**src/rtl/multicycle_control.sv**
```systemverilog
// Control sequencer for a shared multi-cycle MIPS datapath (fetch/decode/execute/mem/writeback).
// Latency: j/beq 3, R/sw/addi 4, lw 5 cycles, plus one cycle per mem_ready=0 cycle in FETCH/MEMRD/MEMWR.
// Backpressure: FETCH, MEMRD and MEMWR hold, with their strobes asserted, until mem_ready is seen.
module multicycle_control #(
  parameter int CNT_W = 16
) (
  input  logic             clk,
  input  logic             rst,
  input  logic [5:0]       op,
  input  logic             zero,
  input  logic             mem_ready,
  output logic             pc_en,
  output logic             IorD,
  output logic             MemRead,
  output logic             MemWrite,
  output logic             IRWrite,
  output logic             RegDst,
  output logic             MemToReg,
  output logic             RegWrite,
  output logic             ALUSrcA,
  output logic [1:0]       ALUSrcB,
  output logic [1:0]       ALUOp,
  output logic [1:0]       PCSource,
  output logic [3:0]       state,
  output logic [CNT_W-1:0] instr_count,
  output logic             bad_op
);

  typedef enum logic [3:0] {
    FETCH  = 4'd0,
    DECODE = 4'd1,
    MEMADR = 4'd2,
    MEMRD  = 4'd3,
    MEMWB  = 4'd4,
    MEMWR  = 4'd5,
    EXEC   = 4'd6,
    RWB    = 4'd7,
    BRANCH = 4'd8,
    JUMP   = 4'd9,
    ADDIEX = 4'd10,
    ADDIWB = 4'd11
  } state_t;

  localparam logic [5:0] OP_RTYPE = 6'b000000;
  localparam logic [5:0] OP_LW    = 6'b100011;
  localparam logic [5:0] OP_SW    = 6'b101011;
  localparam logic [5:0] OP_BEQ   = 6'b000100;
  localparam logic [5:0] OP_J     = 6'b000010;
  localparam logic [5:0] OP_ADDI  = 6'b001000;

  localparam logic [CNT_W-1:0] CNT_ONE = {{(CNT_W-1){1'b0}}, 1'b1};

  state_t st;

  assign state = st;

  // Sequence state, count fetched instructions and latch illegal opcodes.
  always_ff @(posedge clk or posedge rst) begin
    if (rst) begin
      st          <= FETCH;
      instr_count <= '0;
      bad_op      <= 1'b0;
    end else begin
      case (st)
        FETCH: begin
          if (mem_ready) begin
            st          <= DECODE;
            instr_count <= instr_count + CNT_ONE;
          end
        end
        DECODE: begin
          case (op)
            OP_RTYPE:      st <= EXEC;
            OP_LW, OP_SW:  st <= MEMADR;
            OP_BEQ:        st <= BRANCH;
            OP_J:          st <= JUMP;
            OP_ADDI:       st <= ADDIEX;
            default: begin
              st     <= FETCH;
              bad_op <= 1'b1;
            end
          endcase
        end
        MEMADR:  st <= (op == OP_LW) ? MEMRD : MEMWR;
        MEMRD:   if (mem_ready) st <= MEMWB;
        MEMWB:   st <= FETCH;
        MEMWR:   if (mem_ready) st <= FETCH;
        EXEC:    st <= RWB;
        RWB:     st <= FETCH;
        BRANCH:  st <= FETCH;
        JUMP:    st <= FETCH;
        ADDIEX:  st <= ADDIWB;
        ADDIWB:  st <= FETCH;
        default: st <= FETCH;
      endcase
    end
  end

  // Decode datapath controls from the current state; everything is held low during reset.
  always_comb begin
    pc_en    = 1'b0;
    IorD     = 1'b0;
    MemRead  = 1'b0;
    MemWrite = 1'b0;
    IRWrite  = 1'b0;
    RegDst   = 1'b0;
    MemToReg = 1'b0;
    RegWrite = 1'b0;
    ALUSrcA  = 1'b0;
    ALUSrcB  = 2'b00;
    ALUOp    = 2'b00;
    PCSource = 2'b00;
    if (!rst) begin
      case (st)
        FETCH: begin
          MemRead = 1'b1;
          ALUSrcB = 2'b01;
          IRWrite = mem_ready;
          pc_en   = mem_ready;
        end
        DECODE: ALUSrcB = 2'b11;
        MEMADR: begin
          ALUSrcA = 1'b1;
          ALUSrcB = 2'b10;
        end
        MEMRD: begin
          MemRead = 1'b1;
          IorD    = 1'b1;
        end
        MEMWB: begin
          RegWrite = 1'b1;
          MemToReg = 1'b1;
        end
        MEMWR: begin
          MemWrite = 1'b1;
          IorD     = 1'b1;
        end
        EXEC: begin
          ALUSrcA = 1'b1;
          ALUOp   = 2'b10;
        end
        RWB: begin
          RegWrite = 1'b1;
          RegDst   = 1'b1;
        end
        BRANCH: begin
          ALUSrcA  = 1'b1;
          ALUOp    = 2'b01;
          PCSource = 2'b01;
          pc_en    = zero;
        end
        JUMP: begin
          PCSource = 2'b10;
          pc_en    = 1'b1;
        end
        ADDIEX: begin
          ALUSrcA = 1'b1;
          ALUSrcB = 2'b10;
        end
        ADDIWB: RegWrite = 1'b1;
        default: ;
      endcase
    end
  end

endmodule

```
**config.mk**
```make
export PLATFORM = sky130hd
export DESIGN_NAME = multicycle_control
export DESIGN_NICKNAME = d
export VERILOG_FILES = /design/src/rtl/multicycle_control.sv
export SDC_FILE = /design/constraint.sdc
export NUM_CORES = 1
export LEC_CHECK = 0
export BUFFER_PORTS_ARGS = -buffer_cell sky130_fd_sc_hd__buf_2
export CELL_PAD_IN_SITES_DETAIL_PLACEMENT = 1
export CELL_PAD_IN_SITES_GLOBAL_PLACEMENT = 2
export CORE_MARGIN = 1
export CORE_UTILIZATION = 31
export DETAILED_ROUTE_END_ITERATION = 6
export GPL_ROUTABILITY_DRIVEN = 0
export PLACE_DENSITY = 0.93
export SYNTH_ARGS = -nofsm -noshare
export SYNTH_HDL_FRONTEND = slang
export SYNTH_SLANG_ARGS = --single-unit
```
**constraint.sdc**
```tcl
create_clock -name clk -period 3.8 [get_ports clk]
set_clock_uncertainty 0.15 [all_clocks]
set_input_delay 0.19 -clock clk [delete_from_list [all_inputs] [get_ports clk]]
set_output_delay 0.19 -clock clk [all_outputs]
set_load 0.005 [all_outputs]
```
### Word level (Yosys, flattened, before mapping)

Index checks and enable logic that the tools add are counted.

* add/subtract/negate cells: 1
* equality and inequality tests: 19
* multiplexer cells: 30
* bitwise gates (word level): 1
* reductions and logical operators: 12

Operators with widths (number)
* 4-bit case mux with 7 select lines: 1
* 4-bit case mux with 5 select lines: 1
* 1-bit two-way mux: 17
* 16-bit by 1-bit adder with 16-bit output, second input constant: 1
* 4-bit by 3-bit equality test with 1-bit output, second input constant: 4
* 4-bit equality test, second input constant: 4
* 6-bit equality test, second input constant: 2
* 4-bit two-way mux: 3
* 4-bit by 2-bit equality test with 1-bit output, second input constant: 2
* 2-bit case mux with 2 select lines: 2
* 2-bit OR reduction: 4
* 6-bit by 2-bit equality test with 1-bit output, second input constant: 1
* 6-bit by 3-bit equality test with 1-bit output, second input constant: 1
* 6-bit by 4-bit equality test with 1-bit output, second input constant: 1
* 6-bit zero test: 1
* 2-bit two-way mux: 3
* 2-bit inequality test, second input constant: 3
* 2-bit case mux with 3 select lines: 1
* 6-bit OR reduction: 1
* 4-bit by 1-bit equality test with 1-bit output, second input constant: 1
* 4-bit zero test: 1
* 2-bit AND reduction: 2
* 4-bit OR reduction: 1
* 3-bit two-way mux: 1
* other kinds (4): 4

* flip-flop bits (word level): 21
* bits of input ports: 10
* output and inout bits: 36

### Depth between registers and ports, before layout

Gate-level depths: netlist of the first run.

* word-level depth: 4
* gate-level depth with buffers: 5

### Worst setup path after synthesis of the first run

No wires, ideal clock.

* path type: register to register
* start: register st[2] (netlist: state[2])
* end: register instr_count[1]
* setup time: 125 ps
* arrival: 1715 ps
* required time: 3525 ps
* slack: 1810 ps
* cell stages (with the launch flop): 5
* period minus slack after synthesis: 1990 ps
* cell sequence: dfrtp_1 buf_6 or4b_4 nor2_1 mux2_2

* longest elaborated chain between the ends: 2

Ends and longest elaborated chain
* start, declared: RTL line 53 `state_t st;`
* start signal, assigned: RTL line 84 `MEMADR: st <= (op == OP_LW) ? MEMRD : MEMWR;`
* 4-bit zero test: RTL line 64 `case (st)`
* 2-bit AND reduction (no source line)
* end signal, assigned: RTL line 68 `instr_count <= instr_count + CNT_ONE;`
* end, declared: RTL line 25 `output logic [CNT_W-1:0] instr_count,`

No other way between the ends.
A chain may end at the register's enable or synchronous reset.

### Worst setup path after layout of the first run

* start: register st[1] (netlist: state[1])
* end: output ALUSrcB[1]

* longest elaborated chain between the ends: 4
* elaborated cells on any way between the ends: 7
* those cells by class: eq/ne: 3; mux: 2; reduce/logical: 2

Ends and longest elaborated chain
* 4-bit equality test or 4-bit by 2-bit equality test with 1-bit output (tied branches): RTL line 114 `case (st)`
* 2-bit OR reduction (no source line)
* 2-bit case mux with 3 select lines *: RTL line 114
* 2-bit two-way mux *: RTL line 113 `if (!rst) begin`
* end, declared: RTL line 21 `output logic [1:0] ALUSrcB,`

Every way passes the cells marked *; elsewhere a longest branch is shown, timed or not.

==> results of run 1 <==
[metrics by stage]
step           utilization [%]  setup WS [ns]  hold WS, ns  power, mW
2_1_floorplan                -          1.810       0.1498     0.4134
6_report                 39.75          1.484     0.009413     0.6343
5_1_grt                  39.75          1.285      0.07691     0.6781
4_1_cts                  39.75          1.470      0.03534     0.6449
3_5_place_dp             38.60          1.546       0.3102     0.4937
3_3_place_gp             38.60          1.612       0.2986     0.4788
[metal layers]
layer	routed length (µm)	up-vias	global-route usage [%]
met1	1500	597	19.13
met3	123	5	1.541
met2	1784	32	31.37
met4	51	0	7.181
met5	0	-	0
li1	-	589	-
[where the power goes]
| part | internal, mW | total (mW) | switching [mW] |
|---|---|---|---|
| combinational | 0.0826 | 0.164 | 0.0819 |
| sequential | 0.259 | 0.321 | 0.0627 |
| clock | 0.0732 | 0.149 | 0.0754 |
[registers in the layout (all words and copies together), names as in the netlist]
| signal | cells |
|---|---|
| state | 4 |
| instr_count | 16 |
| bad_op | 1 |
[worst max path at each step]
stage,startpoint,endpoint,slack (ns),cells past startpoint
floorplan,state[2]$_DFFE_PP0P_,instr_count[1]$_DFFE_PP0P_,1.81,4
global placement,state[2]$_DFFE_PP0P_,instr_count[9]$_DFFE_PP0P_,1.61,4
detailed placement,state[2]$_DFFE_PP0P_,instr_count[15]$_DFFE_PP0P_,1.55,4
CTS,state[1]$_DFFE_PP0P_,ALUSrcB[1],1.47,3
global route,state[1]$_DFFE_PP0P_,ALUSrcB[1],1.28,3
finish,state[1]$_DFFE_PP0P_,ALUSrcB[1],1.48,3
[kinds of logic (layout without fill, tap and decap cells)]
| kind of cell | Yosys count | after routing |
|---|---|---|
| XOR/XNOR | 18 | 18 |
| AO/OA/AOI/OAI | 26 | 26 |
| adder cells (fa/ha/maj) | 1 | 1 |
| buffers and inverters | 14 | 54 |
| multiplexers | 2 | 2 |
| AND/OR/NAND/NOR | 59 | 59 |
| flip-flops | 21 | 21 |
[cell usage in the layout, fill, tap and decap left out, drive strengths merged, types with 3 or more instances in the layout]
| master | n |
|---|---|
| a21oi | 3 |
| a31oi | 3 |
| buf | 45 |
| clkbuf | 3 |
| dfrtp | 21 |
| inv | 5 |
| nand2 | 8 |
| nand2b | 3 |
| nand3 | 7 |
| nand4 | 4 |
| nor2 | 11 |
| nor3 | 6 |
| nor4 | 7 |
| o21ai | 5 |
| or3 | 3 |
| xnor2 | 12 |
| xor2 | 6 |
[area by class of cell]
class / count / area share [%]
flip-flops and latches: 21 / 32.81
clock inverters: 1 / 0.3125
repair buffers: 45 / 14.06
well taps: 50 / 3.906
clock buffers: 3 / 2.578
multi-input cells: 106 / 45.16
inverters: 5 / 1.172
==> metrics.txt, run 1 <==
status finished clean; Buffers on Ports 45; Initial DRT Pass Iterations 2; Core ar. ~4000 µm²; Final Setup Violations 0; required time worst endpoint 3.46 ns; EDFF count, synth 0; P&R area growth vs syn 22.02%; post-CTS resize count 0; final WL roughly 3500 µm; Net Count, Synth 152; Routed WL per cell between 10 and 15 µm; Slew @ Worst Pin between 0.7 and 0.8 ns; Max Buffers Root-to-Sink 2; # DRC 0; share of synthesized registers carrying an async set or reset 100.0%; Critical Path Max Stage Delay 0.66 ns; Clock Sinks 21; CTS Hold Buffers Added 0; WP buf/inv 1; drt initial violations 54; CP startpoint kind flop; Max Cap Violations 0; vias in the first global route around 1200; cells after synthesis around 140; setup bufs post-CTS 0; Final nets ~190; adder-cell share of the synthesized area less than 1%; Synth Warn # 0; Post-Place Cell Area 1555 µm²; H-tree levels 1; reg2reg end instr_count[9]$_DFFE_PP0P_; DRT antenna net count 0; CP Class reg -> out; Worst IR Drop VDD 0.1370 mV; Final Hold Viols 0; Yosys top cell area share 40.04%; fillers around 500; ANT cells 0; layout cell share with drive strength beyond 1 31.49%; min-delay worst type in -> async; cell row count 23; worst-path fanout max 23; vias per inst around 5.3; initial antenna violation count 0; clk_lat worst skew about 0.27 ns; Leakage 0.7344 nW; clk slew on worst S/H paths around 0.08 ns; Initial Util between 30% and 40%; final std cells w/o fill roughly 230; I/O pin count 46; sequential share of the synthesized area between 40% and 50%; most area-hungry cell type in the Yosys netlist dfrtp_1; r2r setup slk 1.56 ns; min Tclk post-route between 2 and 2.5 ns; dominant synthesized flop cell dfrtp_1; RSZ-0062 raised after global routing no; All-Layer GR Usage between 10% and 20%; Distinct cells, synth 40; CP arrival roughly 2 ns; Slew HR around 47%; syn avg cell area 9.309 µm²; TritonCTS Buffers 3; count leader, synth dfrtp_1; Final Cell Area ~1600 µm²; die width ~67 µm; Synth Area in Simple Gates 26.98%; Die ar. about 4500 µm²; Congestion Overflow GR 0; Compound-Gate Fraction of Synth Area a little over an eighth; register area ~530 µm²; Inst Count DP ~230; delay-heaviest family, CP flip-flops; Max Freq between 400 and 500 MHz; CTS tree built; Fin Setup TNS 0 ns; Slew Limit Fails 0; largest family of logic cells by synthesized area simple AND/OR/NAND/NOR gates; P per Cell Area approximately 400 nW/µm²; worst-case reg-to-reg path depth 4; clock root buffer clkbuf_8; Seq cells post-synth 21; largest net degree at the start of global routing 24; Post-Synth XOR/XNOR Area about an eighth; slowest library cell on the worst path dfrtp_1; Synth area leaders dfrtp_1 40%, xnor2_1 8.0%, xor2_1 4.0%; Final period util 60.94%; Critical Path, Cell by Cell or3b_2 -> a211oi_1 -> buf_2; CP endpoint kind primary output; Vias about 1200; mux share of post-synthesis cell area around 1.6%; multi-input gate area in the final layout just over 700 µm²; first-pass GRT wire length 5699 µm; synth cell count leaders 21 x dfrtp_1, 12 x xnor2_1, 11 x nor2_1, 8 x nand2_1, 7 x nand3_1; Mapped Area around 1300 µm²; die height approximately 67 µm; Post-DP HPWL about 2600 µm; RR Startpoint state[3]$_DFFE_PP0P_
(Power assumes the default switching activity.)
==> run 2, diff against run 1 <==
CORE_UTILIZATION = 28   (was 31)
PLACE_DENSITY = 0.86   (was 0.93)
clock period = 2.3 ns   (was 3.8 ns; I/O delays follow)
==> run 2 against run 1 <==
  * The run now ends with design-rule violations left
  * Non-clock buffer count rose by 7
  * Final area rose by 3.7%
  * Critical endpoint unchanged
  * First-iteration DRC count increased by 9.3%
  * Utilization is 2.4 points lower
  * Sequential cell count did not move
  * Largest power group unchanged
  * Highest routed layer unchanged
==> metrics.txt, run 2 (same netlist as run 1, synthesis figures left out) <==
Final Core Density 37.39% (-2.4 points); TritonCTS Buffers 3 (unchanged); pre-CTS WS 0.3542 ns (-1.192 ns); Slew Limit Fails 0 (unchanged); commonest cells after routing, fill and taps aside 45 x buf_2, 21 x dfrtp_1, 12 x xnor2_1, 11 x nor2_1, 8 x nand2_1; die width 70.47 µm (+5.1%); # DRC 10 (+10); I/O pin count 46 (unchanged); worst hold slack 0.09272 ns (+0.08331 ns); Fin Setup TNS 0 ns (unchanged); Final Cell Area 1662 µm² (+3.7%); slowest library cell on the worst path or3b_2; Vias 1230 (+0.57%); Congestion Overflow GR 0 (unchanged); Initial DRT Pass Iterations 6 (+4); drt initial violations 59 (+9.3%); vias per inst 5.125 (-3.2%); P&R area growth vs syn 26.60%; Inst Count DP 234 (+3.1%); final setup margin 0.2223 ns (-1.262 ns); status complete, but fails checks; Critical Path Max Stage Delay 0.52 ns (-0.14 ns); clock root buffer clkbuf_8; Top reg by flops instr_count; Die ar. 4965 µm² (+10%); final WL 3385 µm (-2.2%); Leakage 0.7693 nW (+4.8%); Clock Sinks 21 (unchanged); RSZ-0062 raised after global routing no; Slew HR 47.50% (+0.19 points); vias in the first global route 1190 (-2.1%); required time worst endpoint 2.04 ns (-1.42 ns); largest net degree at the start of global routing 22 (-8.3%); DRT antenna net count 0 (unchanged); Buffers on Ports 45 (unchanged); ANT cells 0 (unchanged); min-delay worst type in -> reg; CP arrival 1.81 ns (-0.17 ns); Final nets 200 (+3.6%); CP endpoint kind primary output; number of flip-flops in the largest register 16 (unchanged); Core ar. 4444 µm² (+10%); Max Cap Violations 0 (unchanged); All-Layer GR Usage 14.58% (-2.3 points); initial antenna violation count 0 (unchanged); min Tclk post-route about 2.1 ns; Max Freq 481.3 MHz; setup bufs post-CTS 0 (unchanged); CP Class reg -> out; Final Hold Viols 0 (unchanged); CTS tree built; post-CTS resize count 0 (unchanged); Final period util 90.33%; final std cells w/o fill 240 (+3.9%); Critical Path, Cell by Cell buf_4 -> or3b_2 -> a211oi_1 -> buf_2; Max Buffers Root-to-Sink 2 (unchanged); Slew @ Worst Pin 0.7867 ns (-0.002874 ns); P per Cell Area 636.1 nW/µm² (+61%); overall power 1.057 mW (+67%); Post-DP HPWL 2514 µm (-4.3%); layout cell share with drive strength beyond 1 32.98% (+1.5 points); H-tree levels 1 (unchanged); failing checks design-rule violations; Routed WL per cell 14.10 µm (-5.8%); Post-Place Cell Area 1595 µm² (+2.6%); clk slew on worst S/H paths 0.08 ns (about the same); CP startpoint kind flop; die height 70.47 µm (+5.1%); Final Setup Violations 0 (unchanged); most common cell after layout, fill and taps aside buf_2; cell row count 24 (+4.3%); worst-path fanout max 19 (-17%); clk_lat worst skew 0.26 ns (about the same); first-pass GRT wire length 5740 µm (+0.72%); Initial Util 29.53% (-3.0 points); Worst IR Drop VDD 0.2582 mV (+89%)
## run 2: layer usage
layer / vias up / track usage, % / part of all wire (%) / wire length, µm
met4: 0 / 6.803 / 0.89 / 30
met3: 2 / 3.030 / 5.9 / 200
li1: 611 / - / - / -
met5: - / 0 / 0 / 0
met1: 574 / 18.93 / 46 / 1565
met2: 43 / 23.09 / 47 / 1588
## run 2: layout make-up
cell class	instances	area [µm²]
flip-flops and latches	21	525.5
clock buffers	3	41.29
fillers	558	2783
clock inverters	1	5.005
repair buffers	52	282.8
inverters	5	18.77
multi-input cells	106	723.2
well taps	52	65.06
## run 2: report_power, final
group | leakage, nW | switching (mW) | internal, mW
sequential | 0.273 | 0.0853 | 0.428
combinational | 0.471 | 0.156 | 0.146
clock | 0.0255 | 0.121 | 0.121
total | 0.769 | 0.362 | 0.695
## run 2: worst paths after layout
path / startpoint / to / slack, ns / cells after the start
setup reg to reg: state[2]$_DFFE_PP0P_ / instr_count[8]$_DFFE_PP0P_ / 0.36 / 4
max in group asynchronous: rst / instr_count[13]$_DFFE_PP0P_ / 1.01 / 3
hold reg to reg: bad_op$_DFFE_PP0P_ / bad_op$_DFFE_PP0P_ / 0.31 / 1
hold / removal: op[5] / bad_op$_DFFE_PP0P_ / 0.09 / 4
setup / recovery: state[3]$_DFFE_PP0P_ / ALUSrcB[1] / 0.22 / 4
min in group asynchronous: rst / instr_count[10]$_DFFE_PP0P_ / 0.50 / 3
## run 2: critical path, delay by kind of cell, from the launching register on
family,cells,cell delay (ns)
flops,1,0.39
compound gates,1,0.28
buf+inv,2,0.36
simple gates,1,0.52
## run 2: timing repair
action,4_1_cts,5_1_grt
hold buffers,2,0
endpoints found under the setup margin,0,0
endpoints found under the hold margin,22,0
